<file path="config.mk">
export PLATFORM = sky130hd
export DESIGN_NAME = sumador_serial
export DESIGN_NICKNAME = d
export VERILOG_FILES = /design/src/rtl/sumador_serial.sv
export SDC_FILE = /design/constraint.sdc
export NUM_CORES = 1
export LEC_CHECK = 0
export BUFFER_PORTS_ARGS = -buffer_cell sky130_fd_sc_hd__buf_2
export CAP_MARGIN = 10
export CORE_UTILIZATION = 53
export CTS_CLUSTER_SIZE = 10
export DETAILED_ROUTE_END_ITERATION = 10
export PLACE_DENSITY_LB_ADDON = 0.3
export SYNTH_ARGS = -nofsm -noshare
export SYNTH_HDL_FRONTEND = slang
export SYNTH_SLANG_ARGS = --single-unit
</file>
<file path="constraint.sdc">
create_clock -name Reloj -period 1.79 [get_ports Reloj]
set_clock_uncertainty 0.15 [all_clocks]
set_input_delay 0.0895 -clock Reloj [delete_from_list [all_inputs] [get_ports Reloj]]
set_output_delay 0.0895 -clock Reloj [all_outputs]
set_load 0.005 [all_outputs]
</file>
<file path="src/rtl/sumador_serial.sv">
// Bit-serial adder: one full-adder step per clock, LSB first, with a carry register.
// The A shift register doubles as the result shift register; the sum fills it from the MSB.
module sumador_serial #(
    parameter int unsigned ANCHO = 8
) (
    input  logic             Reloj,
    input  logic             Reinicio,
    input  logic             Inicio,
    input  logic [ANCHO-1:0] OperandoA,
    input  logic [ANCHO-1:0] OperandoB,
    output logic             Ocupado,
    output logic             Listo,
    output logic [ANCHO-1:0] Suma,
    output logic             AcarreoSalida
);

    localparam int unsigned CW = $clog2(ANCHO + 1);
    localparam logic [CW-1:0] ULTIMO = CW'(ANCHO - 1);

    typedef enum logic [1:0] {ESPERA, SUMANDO, LISTO} estado_t;

    estado_t          estado;
    logic [ANCHO-1:0] reg_a;
    logic [ANCHO-1:0] reg_b;
    logic             acarreo;
    logic [CW-1:0]    cuenta;
    logic             bit_suma;
    logic             acarreo_sig;
    logic [ANCHO-1:0] reg_a_sig;

    assign bit_suma    = reg_a[0] ^ reg_b[0] ^ acarreo;
    assign acarreo_sig = (reg_a[0] & reg_b[0]) | (reg_a[0] & acarreo) | (reg_b[0] & acarreo);
    // Operand bit leaves at the LSB while the sum bit enters at the MSB.
    assign reg_a_sig   = {bit_suma, reg_a[ANCHO-1:1]};

    always_ff @(posedge Reloj or posedge Reinicio) begin
        if (Reinicio) begin
            estado        <= ESPERA;
            reg_a         <= '0;
            reg_b         <= '0;
            acarreo       <= 1'b0;
            cuenta        <= '0;
            Suma          <= '0;
            AcarreoSalida <= 1'b0;
            Listo         <= 1'b0;
            Ocupado       <= 1'b0;
        end else begin
            case (estado)
                ESPERA: begin
                    if (Inicio) begin
                        reg_a   <= OperandoA;
                        reg_b   <= OperandoB;
                        acarreo <= 1'b0;
                        cuenta  <= '0;
                        Ocupado <= 1'b1;
                        estado  <= SUMANDO;
                    end
                end
                SUMANDO: begin
                    reg_a   <= reg_a_sig;
                    reg_b   <= reg_b >> 1;
                    acarreo <= acarreo_sig;
                    cuenta  <= cuenta + CW'(1);
                    if (cuenta == ULTIMO) begin
                        Suma          <= reg_a_sig;
                        AcarreoSalida <= acarreo_sig;
                        Listo         <= 1'b1;
                        estado        <= LISTO;
                    end
                end
                LISTO: begin
                    Listo   <= 1'b0;
                    Ocupado <= 1'b0;
                    estado  <= ESPERA;
                end
                default: begin
                    Listo   <= 1'b0;
                    Ocupado <= 1'b0;
                    estado  <= ESPERA;
                end
            endcase
        end
    end

endmodule

</file>
; ---- After elaboration in Yosys (flattened, before gate mapping)
; Cells that the tools add are included.
[op_classes]
addsub = 1
n_mul = 0
div = 0
order_cmp = 0
eq_ne = 4
shift = 0
n_mux = 15
bitwise = 9
n_reduce_logical = 7
[ops]
columns = op, count
row1 = 8-bit one-hot mux with 2 select lines, 2
row2 = 8-bit 2-to-1 mux, 2
row3 = 2-bit AND reduction, 5
row4 = 4-bit one-hot mux with 2 select lines, 1
row5 = 1-bit one-hot mux with 2 select lines, 3
row6 = "4-bit by 1-bit adder with 4-bit output, second input constant", 1
row7 = "4-bit by 3-bit equality test with 1-bit output, second input constant", 1
row8 = 2-bit 2-to-1 mux, 2
row9 = 4-bit 2-to-1 mux, 1
row10 = "2-bit != test, second input constant", 2
row11 = 2-bit one-hot mux with 2 select lines, 1
row12 = 1-bit AND, 3
row13 = 1-bit 2-to-1 mux, 3
row14 = "2-bit by 1-bit equality test with 1-bit output, second input constant", 1
row15 = 2-bit zero test, 1
row16 = 1-bit NOT, 2
row17 = 1-bit bitwise OR, 2
row18 = 2-bit nonzero test, 1
row19 = 1-bit XOR, 2
[totals]
register_bits = 34
latchBits = 0
ram_bits = 0
rom_bits = 0
output_inout_bits = 11
elab_cells = 45
memories = 0

; ---- Depth between registers and ports, before layout
[depth]
depth_word = 4
ltp_mapped = 5

; ---- Worst setup path after synthesis
; Ideal clock, no wire load.
[synth_timing]
path_kind = register to register
from = register cuenta[0]
to = register Suma[0]
setup_ns = 0.125
arrival_ns = 1.239
required_ns = 1.515
slack_ns = 0.276
path_stages_with_launch = 6
n_path_buf = 1
cell_sequence = dfrtp_1 ha_1 nand2_1 nor3_2 buf_6 mux2_2
[synth_between]
elab_chain_len = 2
[synth_lines]
columns = item, line
row1 = start: declaration, 26  ; logic [CW-1:0] cuenta;
row2 = start signal: assignment, 63  ; cuenta <= cuenta + CW'(1);
row3 = 4-bit by 3-bit equality test with 1-bit output, 64  ; if (cuenta == ULTIMO) begin
row4 = 2-bit AND reduction (no source line), n/a
row5 = end signal: assignment, 65  ; Suma <= reg_a_sig;
row6 = end: declaration, 13  ; output logic [ANCHO-1:0] Suma,
; Every way passes these cells.
; A chain may end at the register's enable or synchronous reset.

; ---- Worst setup path after layout
; Same ends and word-level chain as after synthesis.

==> results.sh <==
export IMPL_ir_drop_v=0.00120
export IMPL_synth_edff_count=0
export IMPL_cts_sinks=34
export IMPL_dieHeight_um=55.3
export IMPL_worstPathRequired_ns=1.87
export IMPL_crit_chain="ha_1 -> nand2_1 -> nor3_2 -> buf_4 -> mux2_2"
export IMPL_endpoint_kind="flip-flop"
export IMPL_min_period_over_period_pct=93.5
export IMPL_core_area_um2=2590
export IMPL_holdWs_ns=0.0130
export IMPL_path_max_fanout=7
export IMPL_synth_commonest_cells="dfrtp_1, nand2_1, o21ai_0"
export IMPL_cts_buffers=5
export IMPL_hold_viol_final=0
export IMPL_grt_antenna_before_repair=0
export IMPL_cts_root_buf="clkbuf_4"
export IMPL_synthFlopType="dfrtp_1"
export IMPL_wl_per_cell_um=15.8
export IMPL_row_count=18
export IMPL_worst_slew_pin_slew_ns=0.419
export IMPL_max_stage_delay_ns=0.41
export IMPL_grt_max_degree=35
export IMPL_die_area_um2=3060
export IMPL_synth_fp_nets=152
export IMPL_layout_drive_gt1_share_pct=31.5
export IMPL_hold_path_class="input port to flip-flop"
export IMPL_io_buffers=29
export IMPL_p_leak_uw=0.000907
export IMPL_tns_ns=0
export IMPL_reg2reg_to="Suma[0]"
export IMPL_clock_path_buffers=2
export IMPL_cp_start_kind="flip-flop"
export IMPL_crit_type="flip-flop to flip-flop"
export IMPL_yosysTopAreaCellShare_pct=56.4
export IMPL_finalSetupViolCount=0
export IMPL_drtIter0Drc=55
export IMPL_clkTransAtPathRegs_ns=0.09
export IMPL_synthTopCellsByArea="dfrtp_1, mux2_2, o21ai_0"
export IMPL_r2r_cells=5
export IMPL_arrival_ns=1.75
export IMPL_gp_congestion=0.774
export IMPL_rsz0062_at_grt="no"
export IMPL_crit_path_top_delay_cell="dfrtp_1"
export IMPL_start_util_pct=58.2
export IMPL_crit_path_end="Suma[0]"
export IMPL_power_density_nw_per_um2=1630
export IMPL_crit_cells=5
export IMPL_drtAntennaViolNets=0
export IMPL_grt_pass1_vias=1191
export IMPL_maxSlewViolCount=0
export IMPL_nets=199
export IMPL_clkLatencyLatePin_ns=0.34
export IMPL_postPlaceCellArea_um2=1700
export IMPL_postLayoutCellArea_um2=1840
export IMPL_fmaxAchievable_mhz=597
export IMPL_ctsResizeCount=0
export IMPL_netlist_area_um2=1510
export IMPL_die_w_um=55.3
export IMPL_grt_overflow=0
export IMPL_grt_total_usage_pct=23.8
export IMPL_pin_count=30
export IMPL_layout_min_cycle_time_ns=1.67
export IMPL_firstDrtPassIters=4
export IMPL_syn_inst=131
export IMPL_place_hpwl_um=2250
export IMPL_drv_cap=0
export IMPL_grt_pass1_wl_um=5530
export IMPL_slew_headroom_pct=72.1
export IMPL_yosysWarnings=0
export IMPL_r2r_start="cuenta[0]"
export IMPL_synth_cell_types=25
export IMPL_syn2layout_area_growth_pct=22.1
export IMPL_drt_vias_per_instance=5.64
export IMPL_drc_errors=0
export IMPL_synth_most_common_cell="dfrtp_1"
export IMPL_regToRegSetupSlack_ns=0.12
export IMPL_cts_tree="built"
export IMPL_ys_ff_latch=34
export IMPL_path_buf_inv=1
export IMPL_antenna_diode_count=0
export IMPL_synth_top_area_cell="dfrtp_1"
export IMPL_cts_htree_levels=2
export IMPL_avgSynthCellArea_um2=11.5
export IMPL_crit_family="flip-flops"
export IMPL_vias=1174
export IMPL_ys_seq_area_share_pct=56.4
export IMPL_routed_wl_um=3290
export IMPL_async_flop_share_pct=100
export IMPL_status="completed"
export IMPL_startpoint="cuenta[0]"
==> worst min-delay path, delay by kind of cell <==
| family | cells | cell delay [ns] |
|---|---|---|
| AND/OR/NAND/NOR | 1 | 0.14 |
| AO/OA/AOI/OAI | 2 | 0.17 |
| buffers and inverters | 1 | 0.07 |
==> how the worst min path moves through the flow <==
| stage | start | cells past startpoint | slack (ns) | end |
|---|---|---|---|---|
| finish | OperandoA[5] | 4 | 0.01 | reg_a[5] |
| global route | OperandoA[2] | 4 | 0.04 | reg_a[2] |
| CTS | OperandoA[5] | 4 | 0.006 | reg_a[5] |
| detailed placement | Reinicio | 3 | 0.05 | reg_b[1] |
| global placement | Reinicio | 3 | 0.04 | reg_b[1] |
| floorplan | Reinicio | 1 | 0.08 | AcarreoSalida |
==> flip-flops by register name, summed over array words and instances (netlist names) <==
| name | cells |
|---|---|
| Ocupado | 1 |
| reg_a | 8 |
| estado | 2 |
| acarreo | 1 |
| reg_b | 8 |
| cuenta | 4 |
| Suma | 8 |
| AcarreoSalida | 1 |
| Listo | 1 |
==> per-stage QoR <==
stage	util (%)	instances	worst slack, ns	power [µW]
global placement	65.5	191	0.256	2480
global route	71.1	208	0.0200	3200
CTS	71.1	208	0.125	3000
detailed placement	65.5	191	0.149	2590
floorplan	-	131	0.276	2180
finish	71.1	208	0.116	2990
==> layout by cell type, fill, tap and decap left out, drive strengths merged <==
cell | synthesis | final
a21o | 1 | 1
nor3 | 1 | 1
o21ai | 16 | 16
nand3 | 2 | 2
dfrtp | 34 | 34
mux2 | 10 | 10
and3b | 7 | 7
o311ai | 1 | 1
dlygate4sd3 | 0 | 10
a32o | 1 | 1
nor2b | 2 | 2
fa | 1 | 1
a22oi | 8 | 8
o21bai | 1 | 1
ha | 1 | 1
a22o | 3 | 3
nor2 | 4 | 4
buf | 8 | 39
clkbuf | 1 | 7
nand2b | 1 | 1
inv | 2 | 2
a21oi | 8 | 8
nand2 | 18 | 18
==> power by group <==
part           internal, µW  switching, µW
clock                   148            249
sequential             1120            261
combinational           625            592
==> timing repair <==
item,in CTS,in global routing
hold buffers,10,0
setup buffers,0,0
endpoints found under the hold margin,43,0
==> routing by layer <==
layer / up-vias / part of all wire (%) / track usage [%]
li1: 554 / - / -
met5: - / 0 / 0
met2: 34 / 49 / 37.9
met3: 7 / 5.0 / 4.45
met1: 579 / 44 / 30.9
met4: 0 / 1.7 / 12.9
==> cell families after synthesis <==
family	synth area share, %
AOI/OAI and AO/OA	16.2
and+or+nand+nor	12.6
DFF	56.4
buffers and inverters	5.14
muxes	7.47
adders and majority gates	2.16
==> area by class of cell <==
class	instances	area, µm²
repair buffers	49	320
well taps	30	37.5
flip-flops and latches	34	851
fillers	176	749
multi-input cells	86	579
clock buffers	7	45.0
inverters	2	7.51
(Power assumes the default switching activity.)
